===== src/rtl/booth_mult_ctrl_if.sv =====
// Operand/product handshake bundle for booth_mult_ctrl.
// The master side is the operand source and result consumer; the slave side is the sequencer.
interface booth_mult_ctrl_if #(
  parameter int WIDTH = 64
);
  logic               in_valid;
  logic               in_ready;
  logic [WIDTH-1:0]   multiplicand;
  logic [WIDTH-1:0]   multiplier;
  logic               out_valid;
  logic               out_ready;
  logic [2*WIDTH-1:0] product;
  logic               out_err;
  logic               busy;

  modport master (
    output in_valid, multiplicand, multiplier, out_ready,
    input  in_ready, out_valid, product, out_err, busy
  );

  modport slave (
    input  in_valid, multiplicand, multiplier, out_ready,
    output in_ready, out_valid, product, out_err, busy
  );
endinterface


===== src/rtl/booth_mult_ctrl.sv =====
// Signed 64x64 radix-2 Booth multiplier sequencer; BOOTH_STEP2_EN chains two substeps per cycle.
// Latency: accept edge k -> out_valid after edge k+64 (k+32 with BOOTH_STEP2_EN).
// Backpressure: in_ready only in IDLE; product held in DONE until out_ready.
module booth_mult_ctrl #(
  parameter int WIDTH = 64,
  parameter int CNT_W = 7
) (
  input logic              clk,
  input logic              rst_n,
  booth_mult_ctrl_if.slave bus
);
  typedef enum logic [1:0] {IDLE, RUN, DONE} state_t;

`ifdef BOOTH_STEP2_EN
  localparam logic [CNT_W-1:0] STEP = CNT_W'(2);
`else
  localparam logic [CNT_W-1:0] STEP = CNT_W'(1);
`endif
  localparam logic [CNT_W-1:0] LAST  = CNT_W'(WIDTH);
  localparam logic [WIDTH-1:0] M_MIN = {1'b1, {(WIDTH-1){1'b0}}};

  state_t           state_q, state_d;
  logic [WIDTH-1:0] acc_q, acc_d;
  logic [WIDTH-1:0] q_q, q_d;
  logic [WIDTH-1:0] m_q, m_d;
  logic             q0_q, q0_d;
  logic             err_q, err_d;
  logic [CNT_W-1:0] cnt_q, cnt_d;

  logic [WIDTH-1:0] s0_acc, s0_q;
  logic             s0_q0;
  logic [WIDTH-1:0] step_acc, step_q;
  logic             step_q0;

  booth_substep u_step0 (
    .acc_i      (acc_q),
    .q_i        (q_q),
    .q0_i       (q0_q),
    .m_i        (m_q),
    .next_acc_o (s0_acc),
    .next_q_o   (s0_q),
    .q0_next_o  (s0_q0)
  );

`ifdef BOOTH_STEP2_EN
  booth_substep u_step1 (
    .acc_i      (s0_acc),
    .q_i        (s0_q),
    .q0_i       (s0_q0),
    .m_i        (m_q),
    .next_acc_o (step_acc),
    .next_q_o   (step_q),
    .q0_next_o  (step_q0)
  );
`else
  assign step_acc = s0_acc;
  assign step_q   = s0_q;
  assign step_q0  = s0_q0;
`endif

  always_ff @(posedge clk or negedge rst_n) begin
    if (!rst_n) begin
      state_q <= IDLE;
      acc_q   <= '0;
      q_q     <= '0;
      m_q     <= '0;
      q0_q    <= 1'b0;
      err_q   <= 1'b0;
      cnt_q   <= '0;
    end else begin
      state_q <= state_d;
      acc_q   <= acc_d;
      q_q     <= q_d;
      m_q     <= m_d;
      q0_q    <= q0_d;
      err_q   <= err_d;
      cnt_q   <= cnt_d;
    end
  end

  always_comb begin
    state_d = state_q;
    acc_d   = acc_q;
    q_d     = q_q;
    m_d     = m_q;
    q0_d    = q0_q;
    err_d   = err_q;
    cnt_d   = cnt_q;
    case (state_q)
      IDLE: begin
        if (bus.in_valid) begin
          acc_d   = '0;
          q_d     = bus.multiplier;
          q0_d    = 1'b0;
          m_d     = bus.multiplicand;
          cnt_d   = '0;
          // acc - M can overflow for the most negative multiplicand
          err_d   = (bus.multiplicand == M_MIN);
          state_d = RUN;
        end
      end
      RUN: begin
        acc_d = step_acc;
        q_d   = step_q;
        q0_d  = step_q0;
        cnt_d = cnt_q + STEP;
        if (cnt_d == LAST) state_d = DONE;
      end
      DONE: begin
        if (bus.out_ready) state_d = IDLE;
      end
      default: state_d = IDLE;
    endcase
  end

  assign bus.in_ready  = (state_q == IDLE);
  assign bus.out_valid = (state_q == DONE);
  assign bus.busy      = (state_q == RUN) || (state_q == DONE);
  assign bus.product   = {acc_q, q_q};
  assign bus.out_err   = err_q;
endmodule

// One radix-2 Booth step on {acc,Q,q0}: conditional add/subtract of M, then arithmetic shift right.
module booth_substep (
  input  logic [63:0] acc_i,
  input  logic [63:0] q_i,
  input  logic        q0_i,
  input  logic [63:0] m_i,
  output logic [63:0] next_acc_o,
  output logic [63:0] next_q_o,
  output logic        q0_next_o
);
  logic [63:0] sum;

  always_comb begin
    sum = acc_i;
    case ({q_i[0], q0_i})
      2'b10:   sum = acc_i - m_i;
      2'b01:   sum = acc_i + m_i;
      default: sum = acc_i;
    endcase
  end

  assign next_acc_o = {sum[63], sum[63:1]};
  assign next_q_o   = {sum[0], q_i[63:1]};
  assign q0_next_o  = q_i[0];
endmodule


===== src/flat_wrapper.sv =====
// flat-port wrapper written by rule: the top's interface ports become plain ports
module booth_mult_ctrl_flat 
#(
  parameter int WIDTH = 64,
  parameter int CNT_W = 7
)
  (clk, rst_n, bus_in_valid, bus_multiplicand, bus_multiplier, bus_out_ready, bus_in_ready, bus_out_valid, bus_product, bus_out_err, bus_busy);
  booth_mult_ctrl_if #(.WIDTH(WIDTH)) bus_i ();
  input logic clk;
  input logic rst_n;
  input wire logic [$bits(bus_i.in_valid)-1:0] bus_in_valid;
  input wire logic [$bits(bus_i.multiplicand)-1:0] bus_multiplicand;
  input wire logic [$bits(bus_i.multiplier)-1:0] bus_multiplier;
  input wire logic [$bits(bus_i.out_ready)-1:0] bus_out_ready;
  output wire logic [$bits(bus_i.in_ready)-1:0] bus_in_ready;
  output wire logic [$bits(bus_i.out_valid)-1:0] bus_out_valid;
  output wire logic [$bits(bus_i.product)-1:0] bus_product;
  output wire logic [$bits(bus_i.out_err)-1:0] bus_out_err;
  output wire logic [$bits(bus_i.busy)-1:0] bus_busy;
  assign bus_i.in_valid = bus_in_valid;
  assign bus_i.multiplicand = bus_multiplicand;
  assign bus_i.multiplier = bus_multiplier;
  assign bus_i.out_ready = bus_out_ready;
  assign bus_in_ready = bus_i.in_ready;
  assign bus_out_valid = bus_i.out_valid;
  assign bus_product = bus_i.product;
  assign bus_out_err = bus_i.out_err;
  assign bus_busy = bus_i.busy;
  booth_mult_ctrl #(.WIDTH(WIDTH), .CNT_W(CNT_W)) u_core (.clk(clk), .rst_n(rst_n), .bus(bus_i));
endmodule

===== config.mk =====
export PLATFORM = sky130hd
export DESIGN_NAME = booth_mult_ctrl_flat
export DESIGN_NICKNAME = d
export VERILOG_FILES = /design/src/rtl/booth_mult_ctrl_if.sv /design/src/rtl/booth_mult_ctrl.sv /design/src/flat_wrapper.sv
export SDC_FILE = /design/constraint.sdc
export NUM_CORES = 1
export LEC_CHECK = 0
export CAP_MARGIN = 10
export CORE_MARGIN = 4
export CORE_UTILIZATION = 60
export DETAILED_ROUTE_END_ITERATION = 10
export DONT_BUFFER_PORTS = 1
export PLACE_DENSITY = 0.82
export SLEW_MARGIN = 10
export SYNTH_ARGS = -nofsm -noshare
export SYNTH_HDL_FRONTEND = slang
export SYNTH_SLANG_ARGS = --single-unit

===== constraint.sdc =====
create_clock -name clk -period 5.3 [get_ports clk]
set_input_delay 1.06 -clock clk [delete_from_list [all_inputs] [get_ports clk]]
set_output_delay 1.06 -clock clk [all_outputs]
set_load 0.005 [all_outputs]

==> results.txt, run 1 <==
----------------------------------------------------
[Floorplan]
  Area of the placeable core ... 22700 µm²
  Site row count ... 55
  Area of the die ... 25600 µm²
  Starting utilization of the core area ... 61.0%
  Chip Width ... 160 µm
  Height of the chip ... 160 µm
  Ports ... 264

[Clock network]
  Clock transition at the register clock pins on the worst setup and hold paths after CTS ... 0.06 ns
  TritonCTS clock tree ... done
  Root buffer selected by CTS ... clkbuf_16
  Bufs on Longest Clock Path ... 3
  Number of levels in the clock H-tree ... 1
  TritonCTS buffer count ... 24
  CTS hold repair buffers ... 0
  Clock insertion delay at the later pin of the skew report ... 0.54 ns
  Clk sinks ... 202

[Logic synthesis]
  Mean instance size in the synthesized netlist ... 8.82 µm²
  Flop and latch count out of synthesis ... 202
  Synth Area in Compound Gates ... 20.8%
  Proportion of synthesized chip area in sequential cells ... 36.5%
  Total standard cell area after synthesis ... 13900 µm²
  Proportion of synthesized area in mux cells ... 9.00%
  Yosys cell types ... 71
  Post-synthesis share of cell area spent on xor and xnor gates ... 7.95%
  Yosys Warn Count ... 0
  Post-synth top area cell ... dfrtp_1
  Dominant combinational cell family by area after synthesis ... compound AO/OA/AOI/OAI gates
  Dominant register cell in the synthesized netlist ... dfrtp_1
  Area share of the leading cell type in the synthesized netlist ... 36.5%
  Number of flops mapped to enable cells by yosys ... 0
  Total nets after synthesis ... 1789
  Asr flop ratio synth ... 100%
  Basic-gate share of the synthesized area counting and, or, nand and nor cells ... 14.8%
  Adder-cell area share of the yosys netlist ... 7.82%
  Post-synthesis cell count ... 1571
  Largest cells by area after synthesis ... dfrtp_1 36%, ha_1 7.7%, o21ai_0 6.6%

[Worst setup path]
  Launch instance of the worst register-to-register path ... u_core.m_q[5]
  Endpoint kind of the worst setup timing path ... flop
  Crit Path Max Fanout ... 8
  Worst EP arrival ... 5.47 ns
  Worst path required time ... 5.68 ns
  Critical path endpoint ... u_core.acc_q[61]
  Startpoint class of the critical path ... flop
  Classification of the worst setup path ... flop to flop
  Timing startpoint of the critical path ... u_core.m_q[5]
  Number of cell instances on the worst register-to-register path ... 19
  Reg-to-reg critical path endpoint ... u_core.acc_q[61]
  Flop-to-flop setup slack ... 0.21 ns

[Placed design]
  Final HPWL DP ... 29700 µm
  Instance area at placement ... 14000 µm²
  Buffers on Ports ... 0
  GP Congestion ... 1.01

[Routing]
  Vias after detailed routing ... 11900
  Vias per Instance ... 6.48
  Detailed-route DRC error count ... 0
  Routed wire per std cell ... 21.7 µm
  First-pass detailed-route iteration total ... 6
  Total Routed Length ... 39900 µm
  Remaining number of nets flagged by the antenna check after routing ... 0
  Number of violations reported at the end of detailed-routing iteration 0 ... 1024

[Final layout]
  Commonest cells after routing, fill and taps aside ... 202 x dfrtp_1, 184 x o21ai_0, 176 x nand2_1
  Area overhead of the layout relative to synthesis ... 7.57%
  Most common library cell in the layout ignoring fill and taps ... dfrtp_1
  Area of all placed cells without fillers ... 14900 µm²
  Share of cells above drive strength 1 ... 8.79%
  Number of nets in the finished design ... 1749
  Total inserted antenna cells ... 0

[Timing]
  Final max-slew violation count ... 0
  Share of the clock period used by the worst path ... 96.1%
  RSZ-0062 raised after global routing ... false
  Final hold viol count ... 0
  Number of setup violations in the final report ... 0
  Relative slew slack ... 25.8%
  Achievable clock frequency ... 196 MHz
  Final critical path time including I/O delays and setup ... 5.09 ns
  Setup TNS Final ... 0 ns
  Transition time at the pin with the least slew margin ... 1.11 ns
  Clk_skew ... 0.0165 ns

[Power]
  Combinational cell fraction of total power ... 59.2%
  Switching power summed over all nets ... 5710 µW
  Sequential share of power ... 26.1%
  Clock network fraction of total power ... 14.6%
  Switching share of power ... 48.7%
  Largest voltage drop on the vdd net ... 0.000485 V
  Power per cell area ... 787 nW/µm²
  Static leakage ... 0.00654 µW
  Internal power contribution ... 6020 µW

[Global route]
  Vias in the first global route ... 11600
  Pin count of the biggest net entering global routing ... 203
  Remaining global-route overflow ... 0
  Antenna violations before repair ... 0
  GRT Resource Usage Total ... 30.0%
  First-pass GRT wire length ... 63300 µm

[Outcome]
  Run status ... completed

[Min path]
  Class of the worst hold path ... input pin to asynchronous set/reset pin

[Job]
  Max-capacitance violation count ... 0

----------------------------------------------------
## cells in the mapped netlist, types with 3 or more instances
cell      number
a211o_1        4
a41oi_1        4
nand2_1      176
clkbuf_1      61
a22oi_1       39
buf_2          5
nand4_1       18
xnor2_1       40
or3_1         11
a221oi_1       3
a22o_1         5
o21ai_1       13
nor2b_1       11
o211ai_1       7
buf_1         11
a211oi_1       7
o21a_1         5
dfrtp_1      202
nand3_1       18
mux2i_1       65
nor2_1       107
nor4_1        20
mux2_2        53
o31ai_1        5
ha_1          85
and3_1        11
o21ai_0      184
xor2_1        84
o21bai_1      12
a31oi_1       14
nor3_1        23
inv_1         34
a21oi_1      131
nand2b_1      15
and2_1         9
a21o_1        35
## layout make-up
cell class / count / area (µm²)
inverters: 34 / 128
clock inverters: 15 / 194
well taps: 285 / 357
repair buffers: 14 / 118
fillers: 1853 / 7800
multi-input cells: 1255 / 8430
clock buffers: 28 / 636
flip-flops and latches: 202 / 5050
## how the worst min path moves through the flow
stage	endpoint	from
CTS	u_core.acc_q[11]	rst_n
global placement	u_core.q0_q	u_core.q0_q
detailed placement	u_core.q0_q	u_core.q0_q
floorplan	u_core.q0_q	u_core.q0_q
global route	u_core.m_q[14]	rst_n
finish	u_core.m_q[14]	rst_n
## sequential cells by signal (all words and copies together), names as in the netlist
signal,count
u_core.acc_q,63
u_core.bus.out_err,1
u_core.cnt_q,7
u_core.m_q,64
u_core.q0_q,1
u_core.q_q,64
u_core.state_q,2
## logic make-up after synthesis
group | Yosys count
muxes | 118
and+or+nand+nor | 438
xor gates and xnor gates | 125
buffers and inverters | 114
DFF | 202
adders and majority gates | 86
AOI/OAI and AO/OA | 488
## power by group through the flow
stage	logic [µW]	clock network (µW)	registers (µW)
after floorplan	5440	0	2770
after global placement	6650	0	3050
after detailed placement	6800	0	3070
after CTS	6840	1740	3060
after global routing	7740	1810	3150
final	6950	1720	3070
## repair_timing
item / CTS / global route
setup endpoints to repair: 0 / 11
setup buffers: 0 / 0
endpoints found under the hold margin: 0 / 0
resized for setup: 0 / 8
## worst max-delay path, cell delays in order (launching register included)
cell	delay [ns]
dfrtp_1	0.40
or3_1	0.40
or3_1	0.37
nor2_2	0.23
and2_1	0.41
and3_1	0.23
nand2_1	0.10
nor2_1	0.12
nor2_1	0.05
xor2_1	0.15
ha_1	0.31
and3_1	0.22
nand3_1	0.11
or3_1	0.33
o21ai_1	0.30
o22ai_2	0.22
o41ai_2	0.57
a21oi_1	0.15
xor2_1	0.17
o21ai_1	0.08
## metal layers
layer	vias to the layer above	routed length [µm]	track usage (%)
li1	5561	-	-
met1	5696	16000	38.7
met2	535	18900	49.7
met3	81	3640	7.48
met4	0	1360	10.2
met5	-	0	0
## through the flow
stage               total power (µW)  hold WS [ns]  setup WS [ns]  instances  utilization (%)
floorplan                       8210         0.454          0.824       1571                -
global placement                9710         0.473         0.0788       1790             61.9
detailed placement              9870         0.520         0.0340       1790             61.9
CTS                            11600         0.206         0.0223       1833             65.5
global route                   12700         0.203         0.0227       1833             65.7
finish                         11700         0.230          0.208       1833             65.7
No activity file was read; power rests on OpenSTA's default activity.
==> run 2: changes to the inputs <==
Settings changed: CELL_PAD_IN_SITES_DETAIL_PLACEMENT from default to 0, CELL_PAD_IN_SITES_GLOBAL_PLACEMENT from default to 1, CORE_UTILIZATION 60 to 49, PLACE_DENSITY 0.82 to 0.87.
==> results.txt, run 2 (synthesis gave the netlist of run 1 again) <==
----------------------------------------------------
[Timing]
  Final critical path time including I/O delays and setup ... 4.96 ns (was 5.09 ns)
  Relative slew slack ... 23.4% (was 25.8%)
  Final max-slew violation count ... 0 (unchanged)
  Transition time at the pin with the least slew margin ... 1.14 ns (was 1.11 ns)
  Number of setup violations in the final report ... 0 (unchanged)
  RSZ-0062 raised after global routing ... false (unchanged)
  Post-layout worst setup margin ... 0.345 ns (was 0.208 ns)
  Achievable clock frequency ... 202 MHz (was 196 MHz)
  Post-Route Hold Slack ... 0.255 ns (was 0.230 ns)
  Setup TNS Final ... 0 ns (unchanged)
  Share of the clock period used by the worst path ... 93.5% (was 96.1%)
  Clk_skew ... 0.0178 ns (was 0.0165 ns)
  Final hold viol count ... 0 (unchanged)

[Placed design]
  GP Congestion ... 0.911 (was 1.01)
  Final HPWL DP ... 30200 µm (was 29700 µm)
  Pre-CTS setup slack ... 0.175 ns (was 0.0340 ns)
  Buffers on Ports ... 0 (unchanged)

[Worst setup path]
  Endpoint kind of the worst setup timing path ... flop (unchanged)
  Startpoint class of the critical path ... flop (unchanged)
  Bufs and invs on worst path ... 1 (was 0)
  Delay of the slowest cell on the worst path ... 0.41 ns (was 0.57 ns)
  Family with the most delay on the worst path ... simple AND/OR/NAND/NOR gates (unchanged)
  Worst path required time ... 5.69 ns (was 5.68 ns)
  Cells traversed along the worst timing path ... or3_1 -> or3_1 -> nor2_1 -> buf_4 -> nand2_1 -> nor4_1 -> nor2_1 -> xor2_1 -> ha_1 -> and3_1 -> nand2_1 -> o21ai_0 -> o21ai_1 -> o31a_1 -> nor3_1 -> a31o_2 -> a21o_1 -> a221oi_1 -> xor2_1 -> o21ai_1 (was or3_1 -> or3_1 -> nor2_2 -> and2_1 -> and3_1 -> nand2_1 -> nor2_1 -> nor2_1 -> xor2_1 -> ha_1 -> and3_1 -> nand3_1 -> or3_1 -> o21ai_1 -> o22ai_2 -> o41ai_2 -> a21oi_1 -> xor2_1 -> o21ai_1)
  Crit Path Max Fanout ... 6 (was 8)
  Timing startpoint of the critical path ... u_core.m_q[5] (unchanged)
  Worst EP arrival ... 5.35 ns (was 5.47 ns)
  Cell type of the slowest stage on the worst timing path ... dfrtp_1 (was o41ai_2)
  Flop-to-flop setup slack ... 0.34 ns (was 0.21 ns)
  Launch instance of the worst register-to-register path ... u_core.m_q[5] (unchanged)
  Classification of the worst setup path ... flop to flop (unchanged)

[Global route]
  Remaining global-route overflow ... 0 (unchanged)
  GRT Resource Usage Total ... 25.2% (was 30.0%)
  Vias in the first global route ... 11500 (was 11600)
  First-pass GRT wire length ... 63600 µm (was 63300 µm)
  Pin count of the biggest net entering global routing ... 203 (unchanged)
  Antenna violations before repair ... 0 (unchanged)

[Job]
  Max-capacitance violation count ... 0 (unchanged)

[Final layout]
  Total inserted antenna cells ... 0 (unchanged)
  Share of cells above drive strength 1 ... 8.84% (was 8.79%)
  Area overhead of the layout relative to synthesis ... 8.34% (was 7.57%)
  Number of nets in the finished design ... 1750 (was 1749)
  Leading registers by flop count ... u_core.m_q: 64 flops, u_core.q_q: 64 flops, u_core.acc_q: 63 flops (unchanged)
  Most common library cell in the layout ignoring fill and taps ... dfrtp_1 (unchanged)
  Commonest cells after routing, fill and taps aside ... 202 x dfrtp_1, 184 x o21ai_0, 176 x nand2_1 (unchanged)

[Routing]
  First-pass detailed-route iteration total ... 5 (was 6)
  Number of violations reported at the end of detailed-routing iteration 0 ... 740 (was 1024)
  Detailed-route DRC error count ... 0 (unchanged)
  Remaining number of nets flagged by the antenna check after routing ... 0 (unchanged)
  Vias per Instance ... 5.98 (was 6.48)
  Total Routed Length ... 40000 µm (was 39900 µm)
  Vias after detailed routing ... 11500 (was 11900)
  Routed wire per std cell ... 20.8 µm (was 21.7 µm)

[Clock network]
  Clock transition at the register clock pins on the worst setup and hold paths after CTS ... 0.06 ns (about the same)
  Post-CTS setup buffers ... 0 (unchanged)
  Clk sinks ... 202 (unchanged)
  Bufs on Longest Clock Path ... 3 (unchanged)
  Clock insertion delay at the later pin of the skew report ... 0.52 ns (was 0.54 ns)
  CTS hold repair buffers ... 0 (unchanged)
  Root buffer selected by CTS ... clkbuf_16 (unchanged)
  TritonCTS buffer count ... 24 (unchanged)
  TritonCTS clock tree ... done (unchanged)
  Number of levels in the clock H-tree ... 1 (unchanged)

[Power]
  Clock network fraction of total power ... 14.8% (was 14.6%)
  Internal power contribution ... 6020 µW (about the same)
  Power per cell area ... 777 nW/µm² (was 787 nW/µm²)
  Switching power summed over all nets ... 5650 µW (was 5710 µW)
  Switching share of power ... 48.4% (was 48.7%)
  Static leakage ... 0.00653 µW (was 0.00654 µW)
  Largest voltage drop on the vdd net ... 0.000317 V (was 0.000485 V)
  Combinational cell fraction of total power ... 59.0% (was 59.2%)
  Sequential share of power ... 26.2% (was 26.1%)

[Min path]
  Class of the worst hold path ... input pin to asynchronous set/reset pin (unchanged)

[Floorplan]
  Site row count ... 61 (was 55)
  Chip Width ... 176 µm (was 160 µm)
  Area of the die ... 31000 µm² (was 25600 µm²)
  Area of the placeable core ... 27900 µm² (was 22700 µm²)
  Ports ... 264 (unchanged)
  Starting utilization of the core area ... 49.8% (was 61.0%)
  Height of the chip ... 176 µm (was 160 µm)

[Outcome]
  Run status ... completed (unchanged)

----------------------------------------------------
==> run 2: changes by cell type in the layout (fill, tap and decap cells not counted), sizes merged <==
cell,previous run,this run
inv,36,35
clkinvlp,3,4
buf,14,15
==> run 2: per-stage QoR <==
stage               util (%)  instance area [µm²]  total power (µW)  cells
CTS                     53.8                15000             11600   1927
global placement        50.8                14200              9750   1884
detailed placement      50.8                14200              9870   1884
finish                  53.9                15000             11700   1927
floorplan                  -                13900              8210   1571
global route            53.9                15000             12700   1927
==> run 2: worst paths after layout <==
check	endpoint	cells past startpoint
setup / recovery	u_core.acc_q[59]	20
hold / removal	u_core.acc_q[20]	0
setup reg to reg	u_core.acc_q[59]	20
hold reg to reg	u_core.q0_q	2
max in group asynchronous	u_core.m_q[15]	0
min in group clk	u_core.q0_q	2
==> run 2: power groups by stage <==
stage               Sequential, µW  Combinational [µW]  Clock, µW
finish                        3060                6890       1720
global route                  3150                7730       1830
CTS                           3060                6810       1760
detailed placement            3070                6790          0
global placement              3060                6690          0
floorplan                     2770                5440          0
==> run 2: worst register-to-register path, delay by kind of cell (launching register included) <==
kind	cells	cell delay, ns
AOI/OAI and AO/OA	7	1.43
xor gates and xnor gates	2	0.34
adders and majority gates	1	0.39
buffers and inverters	1	0.15
DFF	1	0.41
and+or+nand+nor	9	2.10
==> run 2: what timing repair did <==
item,CTS,global route
endpoints found under the setup margin,0,7
endpoints found under the hold margin,0,0
gates resized for setup,0,7
==> run 2: cell type report <==
type | instances | area (µm²)
fill | 2565 | 12800
multi-input combinational | 1255 | 8420
clock inverter | 15 | 171
timing repair buffer | 15 | 113
inverter | 34 | 128
sequential | 202 | 5050
tap | 378 | 473
clock buffer | 28 | 657
==> run 2: per-layer routing <==
metal  track usage (%)  up-vias  wire length (µm)
met2              43.0      406             19200
li1                  -     5560                 -
met5                 0        -                 0
met4              5.00        0               690
met3              5.95       47              3130
met1              32.9     5506             17000
==> edit (config.mk and constraints of run 2) <==
The option `BOOTH_STEP2_EN` is turned on by a define.
--- a/src/rtl/booth_mult_ctrl.sv
+++ b/src/rtl/booth_mult_ctrl.sv
@@ -1,6 +1,8 @@
 // Signed 64x64 radix-2 Booth multiplier sequencer; BOOTH_STEP2_EN chains two substeps per cycle.
 // Latency: accept edge k -> out_valid after edge k+64 (k+32 with BOOTH_STEP2_EN).
 // Backpressure: in_ready only in IDLE; product held in DONE until out_ready.
+`define BOOTH_STEP2_EN
+
 module booth_mult_ctrl #(
   parameter int WIDTH = 64,
   parameter int CNT_W = 7
Check against the original RTL: not equivalent (Yosys sat finds a counterexample within 4 cycles, from zero or initial values and one cycle with rst_n low).
==> edit against run 2 <==
The flow now finishes with violations (negative setup slack); synthesized area increased by 40%; sequential cell count down 1; cell area up 91%; setup slack lost 2200 ps; routed wire length up 110%; utilization increased by 20 points; clock skew up 16 ps.
Power is left out: the tool's default activity adds up to more than one toggle a clock period on the data nets, which glitch-free logic cannot reach.
==> edit: results (changes against run 2) <==
Worst-Margin Slew 1180 ps (was 1140 ps); Final setup viols 49 (was 0); Signal buffers 781 (was 15); met3 GRT Util 8.61% (was 5.95%); largest net degree at the start of global routing 202 (was 203); post-detail-place hpwl 58.5 mm (was 30.2 mm); CP max stage cell ha_1 (was dfrtp_1); number of vias per cell 6.36 (was 5.98); Global Route met1 Usage 44.8% (was 32.9%); DR pass1 iterations 6 (was 5); GRT Overall Usage 35.7% (was 25.2%); Placed Instance Area 0.0246 sq mm (was 0.0142 sq mm); initial antenna violation count 6 (was 0); Critical Path Start u_core.m_q[8]$_DFFE_PN0P_ (was u_core.m_q[5]$_DFFE_PN0P_); first-pass GRT wire length 121 mm (was 63.6 mm); post-synthesis adder-cell area fraction 8.86% (was 7.82%); delay-heaviest family, CP compound AO/OA/AOI/OAI gates (was simple AND/OR/NAND/NOR gates); DR iter-0 viols 2560 (was 740); top sig layer met5 (was met4); CTS buffer count 26 (was 24); number of logic inverters in the finished layout 59 (was 34); Post-Synth XOR/XNOR Area 10.9% (was 7.95%); post_cts resized 263 (was 0); Seq/Total Area, Yosys 26.0% (was 36.5%); Final Instance Area 0.0286 sq mm (was 0.0150 sq mm); Sequential Area 0.00503 sq mm (was 0.00505 sq mm); slack of the critical path -1850 ps (was 345 ps); filler instances 2546 (was 2565); WP data arrival 7580 ps (was 5350 ps); Synth area leaders dfrtp_1, ha_1, xor2_1 (was dfrtp_1, ha_1, o21ai_0); status complete, but fails checks (was finished clean); clk_skew 34.3 ps (was 17.8 ps); routed length on met1 31.5 mm (was 17.0 mm); failing checks negative setup slack; nets 3349 (was 1750); routability cong. 1.06 (was 0.911); Setup Buffers After CTS 73 (was 0); WL met3 9.30 mm (was 3.13 mm); met2 GRT Util 57.1% (was 43.0%); Worst path max stage delay 430 ps (was 410 ps); Synth cell types 106 (was 71); CLK BUF 37 (was 28)
[edit: worst min-delay path by stage]
stage,cells after the start,startpoint,endpoint
global placement,1,u_core.cnt_q[6]$_DFFE_PN0P_,u_core.cnt_q[6]$_DFFE_PN0P_
global route,0,rst_n,u_core.acc_q[0]$_DFFE_PN0P_
floorplan,2,u_core.q0_q$_DFFE_PN0P_,u_core.q0_q$_DFFE_PN0P_
CTS,0,rst_n,u_core.q_q[57]$_DFFE_PN0P_
finish,0,rst_n,u_core.acc_q[13]$_DFFE_PN0P_
detailed placement,1,u_core.cnt_q[6]$_DFFE_PN0P_,u_core.cnt_q[6]$_DFFE_PN0P_
[edit: metrics by stage]
step           utilization [%]  setup WS (ps)  cells  hold WS, ps
6_report                  73.8          -1850   3623          214
5_1_grt                   73.8          -2010   3620          197
4_1_cts                   69.8          -1300   3565          193
3_5_place_dp              63.5          -1770   3448          499
3_3_place_gp              63.5          -1650   3448          493
2_1_floorplan                -           -901   2410          454
